<file path="config.mk">
export PLATFORM = sky130hd
export DESIGN_NAME = clk_div_ctrl
export DESIGN_NICKNAME = d
export VERILOG_FILES = /design/src/rtl/clk_div_ctrl.sv
export SDC_FILE = /design/constraint.sdc
export NUM_CORES = 1
export LEC_CHECK = 0
export ABC_AREA = 1
export BUFFER_PORTS_ARGS = -buffer_cell sky130_fd_sc_hd__buf_2
export CORE_MARGIN = 1.5
export CORE_UTILIZATION = 60
export CTS_CLUSTER_SIZE = 28
export DETAILED_ROUTE_END_ITERATION = 7
export GPL_TIMING_DRIVEN = 0
export PLACE_DENSITY = 0.8
export SYNTH_ARGS = -nofsm -noshare
export SYNTH_HDL_FRONTEND = slang
export SYNTH_SLANG_ARGS = --single-unit
</file>
<file path="constraint.sdc">
create_clock -name clk -period 5.4 [get_ports clk]
set_clock_uncertainty 0.15 [all_clocks]
set_input_delay 1.08 -clock clk [delete_from_list [all_inputs] [get_ports clk]]
set_output_delay 1.08 -clock clk [all_outputs]
set_load 0.01 [all_outputs]
</file>
<file path="src/rtl/clk_div_ctrl.sv">
// clk_div_ctrl: run-time programmable clock divider with boundary-aligned ratio changes and stops
module clk_div_ctrl #(
  parameter int CNT_W   = 8,
  parameter int DEF_DIV = 4,
  parameter int PCNT_W  = 2
) (
  input  logic              clk,
  input  logic              rst,
  input  logic              run_en,
  input  logic              cfg_valid,
  input  logic [CNT_W-1:0]  cfg_div,
  output logic              cfg_ready,
  output logic              cfg_err,
  output logic              clk_out,
  output logic              ce_rise,
  output logic              ce_fall,
  output logic              busy,
  output logic [PCNT_W-1:0] period_cnt
);
  typedef enum logic [1:0] {IDLE, RUN, STOP_PEND} state_t;
  state_t state, state_n;
  logic [CNT_W-1:0] cnt, cnt_n, div_q, div_n, pend_q, pend_n, h_n;
  logic [PCNT_W-1:0] pc_n;
  logic pend_v, pend_v_n, clk_n, rise_n, fall_n, err_n, wrap, xfer, legal, run_n;
  assign cfg_ready = !pend_v;
  assign busy = state != IDLE;
  // next state, counter, ratio bookkeeping and registered-output values from next cnt/N
  always_comb begin
    xfer = cfg_valid && !pend_v;
    legal = cfg_div > CNT_W'(1);
    wrap = state != IDLE && cnt == div_q - 1'b1;
    state_n = state;
    cnt_n = '0;
    div_n = div_q;
    pend_n = pend_q;
    pend_v_n = pend_v;
    pc_n = period_cnt;
    err_n = xfer && !legal;
    if (state == IDLE) begin
      div_n = xfer && legal ? cfg_div : div_q;
      state_n = run_en ? RUN : IDLE;
    end else begin
      cnt_n = wrap ? '0 : cnt + 1'b1;
      if (xfer && legal) begin
        pend_n = cfg_div;
        pend_v_n = 1'b1;
      end
      if (wrap) begin
        pc_n = period_cnt + 1'b1;
        div_n = pend_v ? pend_q : div_q;
        pend_v_n = pend_v ? 1'b0 : pend_v_n;
      end
      state_n = run_en ? RUN : (state == RUN || !wrap) ? STOP_PEND : IDLE;
    end
    h_n = div_n - (div_n >> 1);
    run_n = state_n != IDLE;
    clk_n = run_n && cnt_n < h_n;
    rise_n = run_n && cnt_n == '0;
    fall_n = run_n && cnt_n == h_n;
  end
  // state and output registers
  always_ff @(posedge clk) begin
    if (rst) begin
      state <= IDLE;
      cnt <= '0;
      div_q <= CNT_W'(DEF_DIV);
      pend_q <= '0;
      pend_v <= 1'b0;
      clk_out <= 1'b0;
      ce_rise <= 1'b0;
      ce_fall <= 1'b0;
      cfg_err <= 1'b0;
      period_cnt <= '0;
    end else begin
      state <= state_n;
      cnt <= cnt_n;
      div_q <= div_n;
      pend_q <= pend_n;
      pend_v <= pend_v_n;
      clk_out <= clk_n;
      ce_rise <= rise_n;
      ce_fall <= fall_n;
      cfg_err <= err_n;
      period_cnt <= pc_n;
    end
  end
endmodule

</file>
==> results.md, run 1 <==
* Hold wc startpoint: pend_q[0]
* Setup slack, reg-to-reg at 0.77 ns
* Worst path required time at 5.42 ns
* Synth area leader: dfxtp_1
* Fin nets at around 440
* Count of flip-flops with a built-in enable after synthesis at 0
* Fmax at 204 MHz
* Yosys warning count at 0
* Total Routed Length at between 6 and 7 mm
* Drt first-iter violations at 234
* Pwr Total at 789 uW
* Clk pwr share at 30.8%
* Vias in the first global route at roughly 2200
* FF+latch area at between 600 and 700 um2
* Area grow syn2layout at 10.4%
* Clock Latency Late Sink at roughly 0.30 ns
* Post-synth cell types at 43
* Dpl ws at 0.192 ns
* Prevailing post-synth register cell: dfxtp_1
* Count of max-cap constraint violations at 0
* # DRC at 0
* Synth top area share at 25.6%
* Final HPWL DP at 4.86 mm
* TritonCTS buffer count at 5
* Unrepaired setup endpoints after global routing: no
* Type of origin of the critical path: input pin
* Drt pass-1 iters at 5
* CP max FO at 10
* Pwr Density at 277 nW/um2
* Pleak at 0.00138 uW
* # diodes at 0
* Max-slew violation count at 0
* Slew @ Worst Pin at 0.569 ns
* Filler cells at 364
* Initial Utilization at 63.7%
* Combinational share of power at 35.5%
* Period minus WS final at about 4.9 ns
* H-tree levels at 2
* Net Switching at 292 uW
* Reg power frac at 33.7%
* Antenna violations before repair at 0
* Share of cells above drive strength 1 at between 10% and 20%
* Core Util, Final at between 70% and 80%
* Post-route clock period utilization at 90.7%
* Outcome: finished clean
* Cells after Synth at between 300 and 400
* Die ar. at 4710 um2
* Post-Syn Area per Cell at 6.65 um2
* WHS Endpoint: pend_q[0]
* Area of the multi-input gates at 1630 um2
* Hold/Removal Path Class: reg -> reg
* WHS Path Cells at 2
* Seq/Total Area, Yosys at 25.6%
* Critical path arrival at ~5 ns
* TritonCTS clock tree: done
* First-pass GRT wire length at 9.64 mm
* Sw Share at 37.0%
* Max-Slew Margin vs Limit at 62.1%
* Ys async rst share at 0%
* Io pins at 20
* Pin count of the biggest net entering global routing at 13
* Kind of end point of the critical path: flip-flop
* Finish-stage setup viols at 0
* Vias at 2532
* Core Box Area at around 4100 um2
* Internal at 497 uW
* Die Y at just under 70 um
* I/O Buffers at 18
* Total congestion overflow at 0
* R2R Path End: clk_out
* Synth Register Bits at 33
* Setup TNS at 0 ns
* Clock root cell: clkbuf_8
* Post-CTS setup buffer count at 0
* All-Layer GR Usage at 27.7%
* DR WL/cell at 13.1 um
* Die X at between 60 and 70 um
* Post-cts sizing count at 0
* Reg2Reg Depth at 26
* Post-Syn Area at 2580 um2
* Antenna-violating nets left at 0
* Post-CTS Hold Fix Bufs at 0
* Synth Net Count at 418
* Rows at 23
* Vias per inst at 5.45
* Commonest cells in the netlist: 78 x nand2_1, 57 x inv_1, 40 x nor2_1
* WS Path Type: in -> reg
* Peak supply drop at 218 uV
* Clock Path Buffers at 2
* CTS Sinks at 33
* Worst setup margin at approximately 0.50 ns
* Worst R2R Start: div_q[0]
* Synth area leaders: dfxtp_1 26%, nand2_1 11%, inv_1 8.3%
* Hold violation count in the final report at 0
* Routability cong. at ~0.91
* Most frequent cell after synthesis: nand2_1
* Clock-pin slew on the worst setup and hold paths at 0.08 ns
-- routing by layer --
metal	wire (um)	vias up	GRT usage [%]
met5	0	-	0
met4	66	0	7.25
met3	306	8	4.22
met2	2830	68	44.5
met1	2890	1140	38.7
li1	-	1316	-
-- metrics by stage --
stage               hold WS, ns  cell area [um2]  cells
detailed placement        0.307             2740    457
global placement          0.299             2740    457
global route              0.336             2850    465
floorplan                 0.281             2580    389
finish                    0.310             2850    465
CTS                       0.318             2850    465
-- cell type report --
| cell class | count | share of cell area, % |
|---|---|---|
| buffer | 10 | 1.75 |
| clock buffer | 5 | 2.41 |
| clock inverter | 3 | 1.62 |
| inverter | 64 | 8.42 |
| multi-input combinational | 282 | 57.3 |
| sequential | 33 | 23.2 |
| tap | 50 | 2.19 |
| timing repair buffer | 18 | 3.16 |
-- worst max-delay path: stages --
cell      delay, ns
buf_2          0.11
nor3_1         0.23
nand3_1        0.16
nand3_2        0.19
inv_1          0.12
clkbuf_1       0.22
o21ai_0        0.29
inv_1          0.11
o21ai_1        0.24
inv_1          0.09
ha_1           0.28
nand2_1        0.04
o21ai_0        0.28
a21oi_1        0.10
o21ai_0        0.22
inv_1          0.10
o21ai_1        0.15
nand2_1        0.06
nand3_1        0.06
nand2_1        0.07
ha_1           0.31
nand4_1        0.13
o221ai_1       0.18
nor3_1         0.07
-- power by group through the flow --
stage          combinational, uW  sequential, uW  clock [uW]
2_1_floorplan                219             270           0
3_3_place_gp                 270             271           0
3_5_place_dp                 276             272           0
4_1_cts                      278             266         241
5_1_grt                      320             268         249
6_report                     280             266         243
-- flip-flops by register name (all words and copies together), names as in the netlist, named ones only --
register and flops:
ce_rise 1, clk_out 1, pend_q 8, cfg_err 1
ce_fall 1, div_q 7, cnt 8, pend_v 1
state 2, period_cnt 2
-- how the worst max path moves through the flow --
stage / endpoint / cells after the start / slack, ns / startpoint
after floorplan: clk_out / 23 / 0.96 / cfg_div[6]
after global placement: ce_fall / 23 / 0.20 / cfg_div[6]
after detailed placement: ce_fall / 23 / 0.19 / cfg_div[6]
after CTS: clk_out / 24 / 0.41 / cfg_div[6]
after global routing: clk_out / 24 / 0.08 / cfg_div[6]
final: clk_out / 24 / 0.50 / cfg_div[6]
-- layout by cell type, fill, tap and decap left out, types with 2 or more instances in the layout --
cell type  count
a211oi_1       2
a21oi_1       23
a221oi_1       2
buf_2         19
clkbuf_1       6
clkbuf_8       5
dfxtp_1       33
ha_1          16
inv_1         57
inv_2          6
nand2_1       78
nand2_2        9
nand2_4        2
nand3_1       23
nand3_2        6
nand4_1        3
nor2_1        40
nor2_2         7
nor2_4         3
nor3_1        10
o211ai_1       2
o21ai_0       18
o21ai_1        6
o21bai_1       4
o31ai_1        2
or2_2          2
xnor2_1        4
xor2_1         8
-- cells by family after synthesis --
group,synth area share [%]
and+or+nand+nor,35.8
adders and majority gates,8.52
xor gates and xnor gates,4.07
DFF,25.6
buffers and inverters,11.2
AOI/OAI and AO/OA,14.8
Note: power is estimated with default switching activity, not from simulation.
==> run 2, diff against run 1 <==
- ABC_AREA: 1 -> unset
- CORE_UTILIZATION: 60 -> 59
- PLACE_DENSITY: 0.8 -> 0.79
==> run 2 against run 1 <==
Net effect: register-to-register slack got worse by 0.49 ns; total power decreased by 15%; worst hold slack improved by 0.040 ns; combinational power decreased by 29%; die area decreased by 13%; sequential power about the same; worst setup slack got worse by 0.22 ns; area after synthesis decreased by 15%; global-route usage decreased by 2.6 points; non-clock buffer count increased by 1; maximum frequency decreased by 4.3%.
==> results.md, run 2 <==
* Vias in the first global route at 1794 (-17%)
* Drt first-iter violations at 105 (-55%)
* Cells after Synth at 260 (-33%)
* Ys async rst share at 0% (unchanged)
* CP Cell Sequence: or4_4 > nor4_2 > a311o_2 > nor2_2 > or4_4 > buf_6 > o22a_1 > o21ai_1 > inv_1 > ha_1 > nor2b_1 > o21ai_0 > nand2b_1 > a21o_1 > a21o_1 > xnor2_1 > xnor2_1 > ha_1 > o21a_1 > o21ai_0 > nand2b_1 > a211oi_1
* Die ar. at 4100 um2 (-13%)
* Vias at 1926 (-24%)
* Final HPWL DP at 3.79 mm (-22%)
* # diodes at 0 (unchanged)
* CP max FO at 6 (-4)
* Area grow syn2layout at 12.3%
* FF+latch area at 662 um2 (+0.19%)
* Fmax at 195 MHz (-4.3%)
* Synth Register Bits at 33 (unchanged)
* Commonest non-fill, non-tap cells in the layout: 39 x nor2_1, 32 x dfxtp_1, 20 x buf_2, 16 x xnor2_1, 16 x ha_1
* Count of flip-flops with a built-in enable after synthesis at 0 (unchanged)
* Yosys warning count at 0 (unchanged)
* TritonCTS buffer count at 5 (unchanged)
* Initial Utilization at 63.9% (+0.16 points)
* WS Path Type: reg -> reg
* Clock-pin slew on the worst setup and hold paths at 0.07 ns (about the same)
* Antenna-violating nets left at 0 (unchanged)
* Synth Net Count at 289 (-31%)
* Rows at 21 (-8.7%)
* Prevailing post-synth register cell: dfxtp_1
* Core Box Area at 3440 um2 (-15%)
* TritonCTS clock tree: done
* H-tree levels at 2 (unchanged)
* First-pass GRT wire length at 8.04 mm (-17%)
* Post-cts sizing count at 0 (unchanged)
* Biggest regs: cnt (8), pend_q (8), div_q (7)
* Area of the multi-input gates at 1450 um2 (-11%)
* Worst path required time at 5.44 ns (+0.02 ns)
* Total congestion overflow at 0 (unchanged)
* Clock root cell: clkbuf_8
* Outcome: finished clean
* Worst R2R Start: div_q[2]
* I/O Buffers at 19 (+1)
* Worst setup margin at 0.279 ns (-0.223 ns)
* CP max stage cell: or4_4
* Kind of end point of the critical path: flip-flop
* Setup slack, reg-to-reg at 0.28 ns (-0.49 ns)
* Unrepaired setup endpoints after global routing: no
* Setup TNS at 0 ns (unchanged)
* Levels on crit path at 22 (-8.3%)
* Synth top area share at 30.1% (+4.5 points)
* Synth area leaders: dfxtp_1 30%, ha_1 9.1%, nor2_1 6.7%
* Vias per inst at 5.78 (+6.2%)
* Synth area leader: dfxtp_1
* Drt pass-1 iters at 4 (-1)
* Worst Setup SP: div_q[2]
* Total Routed Length at 4.96 mm (-19%)
* CTS Sinks at 33 (unchanged)
* Peak supply drop at 243 uV (+11%)
* Hold violation count in the final report at 0 (unchanged)
* Post-CTS Hold Fix Bufs at 0 (unchanged)
* Dpl ws at 0.153 ns (-0.0391 ns)
* Share of cells above drive strength 1 at 17.8% (+0.90 points)
* Die Y at 64.0 um (-6.7%)
* Fin nets at 315 (-29%)
* Type of origin of the critical path: flip-flop
* All-Layer GR Usage at 25.2% (-2.6 points)
* Antenna violations before repair at 0 (unchanged)
* Critical path arrival at 5.16 ns (+0.24 ns)
* Post-Syn Area per Cell at 8.46 um2 (+27%)
* Die X at 64.0 um (-6.7%)
* Max-Slew Margin vs Limit at 52.0% (-10 points)
* Slew @ Worst Pin at 0.714 ns (+0.145 ns)
* Clock Latency Late Sink at 0.29 ns (about the same)
* Io pins at 20 (unchanged)
* R2R Path End: clk_out
* Worst setup path end: clk_out
* Most frequent cell after synthesis: nor2_1
* Top Family by Delay on Critical Path: compound AO/OA/AOI/OAI gates
* Count of max-cap constraint violations at 0 (unchanged)
* Worst path max stage delay at 0.54 ns (+0.23 ns)
* Seq/Total Area, Yosys at 30.1% (+4.5 points)
* DR WL/cell at 14.9 um (+13%)
* Routability cong. at 0.847 (-6.5%)
* Post-synth cell types at 59 (+37%)
* Pin count of the biggest net entering global routing at 11 (-2)
* Post-CTS setup buffer count at 0 (unchanged)
* Filler cells at 288 (-21%)
* Commonest cells in the netlist: 39 x nor2_1, 33 x dfxtp_1, 16 x ha_1, 16 x xnor2_1, 15 x nor3_1
* Pleak at 0.00105 uW (-24%)
* Post-Syn Area at 2200 um2 (-15%)
* Clock Path Buffers at 2 (unchanged)
* Max-slew violation count at 0 (unchanged)
* Pwr Density at 272 nW/um2 (-1.5%)
* Post-route clock period utilization at 94.8% (+4.1 points)
* Hold/Removal Path Class: reg -> reg
* Reg2Reg Depth at 22 (-15%)
* Period minus WS final at 5.12 ns (+0.223 ns)
* # DRC at 0 (unchanged)
* Finish-stage setup viols at 0 (unchanged)
* Commonest non-fill, non-tap cell in the layout: nor2_1
* CP Buf/Inv Count at 2 (-4)
[run 2: cell count changes after synthesis, moves of 6 or more]
| cell | previous run | this run |
|---|---|---|
| nand2_1 | 78 | 8 |
| a21oi_1 | 23 | 7 |
| nor2_2 | 7 | 1 |
| mux2i_1 | 0 | 8 |
| xnor2_1 | 4 | 16 |
| nand3_2 | 6 | 0 |
| nand2_2 | 9 | 0 |
| o21ai_0 | 19 | 6 |
| inv_1 | 57 | 9 |
| nand3_1 | 23 | 2 |
[run 2: where the power goes]
group	leakage, uW	switching, uW	internal, uW	total (uW)
Combinational	0.000729	108	90.0	198
Clock	0.0000542	95.1	115	210
Sequential	0.000270	9.85	254	263
Total	0.00105	213	459	672
[run 2: worst min-delay path by stage]
stage,from,to,slack (ns),depth (start not counted)
6_report,pend_q[3],pend_q[3],0.35,2
5_1_grt,pend_q[3],pend_q[3],0.39,2
4_1_cts,pend_q[3],pend_q[3],0.35,2
3_5_place_dp,pend_q[3],pend_q[3],0.34,2
3_3_place_gp,pend_q[6],pend_q[6],0.32,2
2_1_floorplan,pend_q[7],pend_q[7],0.30,2
[run 2: logic make-up after synthesis]
kind of cell,Yosys count,synth area share (%)
AOI/OAI and AO/OA,48,16.8
xor gates and xnor gates,22,8.76
adders and majority gates,18,10.5
buffers and inverters,24,4.50
DFF,33,30.1
muxes,8,3.64
and+or+nand+nor,107,25.7
[run 2: cell type report]
class,instances,share of cell area [%]
plain buffers,10,1.88
clock buffers,7,3.90
clock inverters,1,0.203
inverters,14,2.13
multi-input cells,203,58.9
flip-flops and latches,33,26.8
well taps,46,2.33
repair buffers,19,3.85
[run 2: worst register-to-register path, stage by stage (launching register included)]
cell,delay (ns)
dfxtp_1,0.39
or4_4,0.54
nor4_2,0.26
a311o_2,0.18
nor2_2,0.06
or4_4,0.48
buf_6,0.15
o22a_1,0.19
o21ai_1,0.20
inv_1,0.11
ha_1,0.28
nor2b_1,0.13
o21ai_0,0.15
nand2b_1,0.11
a21o_1,0.19
a21o_1,0.23
xnor2_1,0.19
xnor2_1,0.15
ha_1,0.26
o21a_1,0.10
o21ai_0,0.15
nand2b_1,0.07
a211oi_1,0.28
[run 2: through the flow]
| stage | total power (uW) | util (%) | hold slack, ns | cell area (um2) | instances |
|---|---|---|---|---|---|
| after floorplan | 418 | - | 0.302 | 2200 | 260 |
| after detailed placement | 462 | 68.3 | 0.335 | 2350 | 325 |
| after global routing | 705 | 71.7 | 0.389 | 2470 | 333 |
| final | 672 | 71.7 | 0.350 | 2470 | 333 |
| after CTS | 670 | 71.2 | 0.352 | 2450 | 333 |
| after global placement | 456 | 68.3 | 0.325 | 2350 | 325 |
[run 2: per-layer routing]
| metal | global-route usage [%] | up-vias | routed length (um) |
|---|---|---|---|
| met5 | 0 | - | 0 |
| met3 | 4.75 | 5 | 192 |
| met2 | 42.1 | 30 | 2320 |
| met1 | 33.4 | 913 | 2410 |
| met4 | 5.98 | 0 | 40 |
| li1 | - | 978 | - |
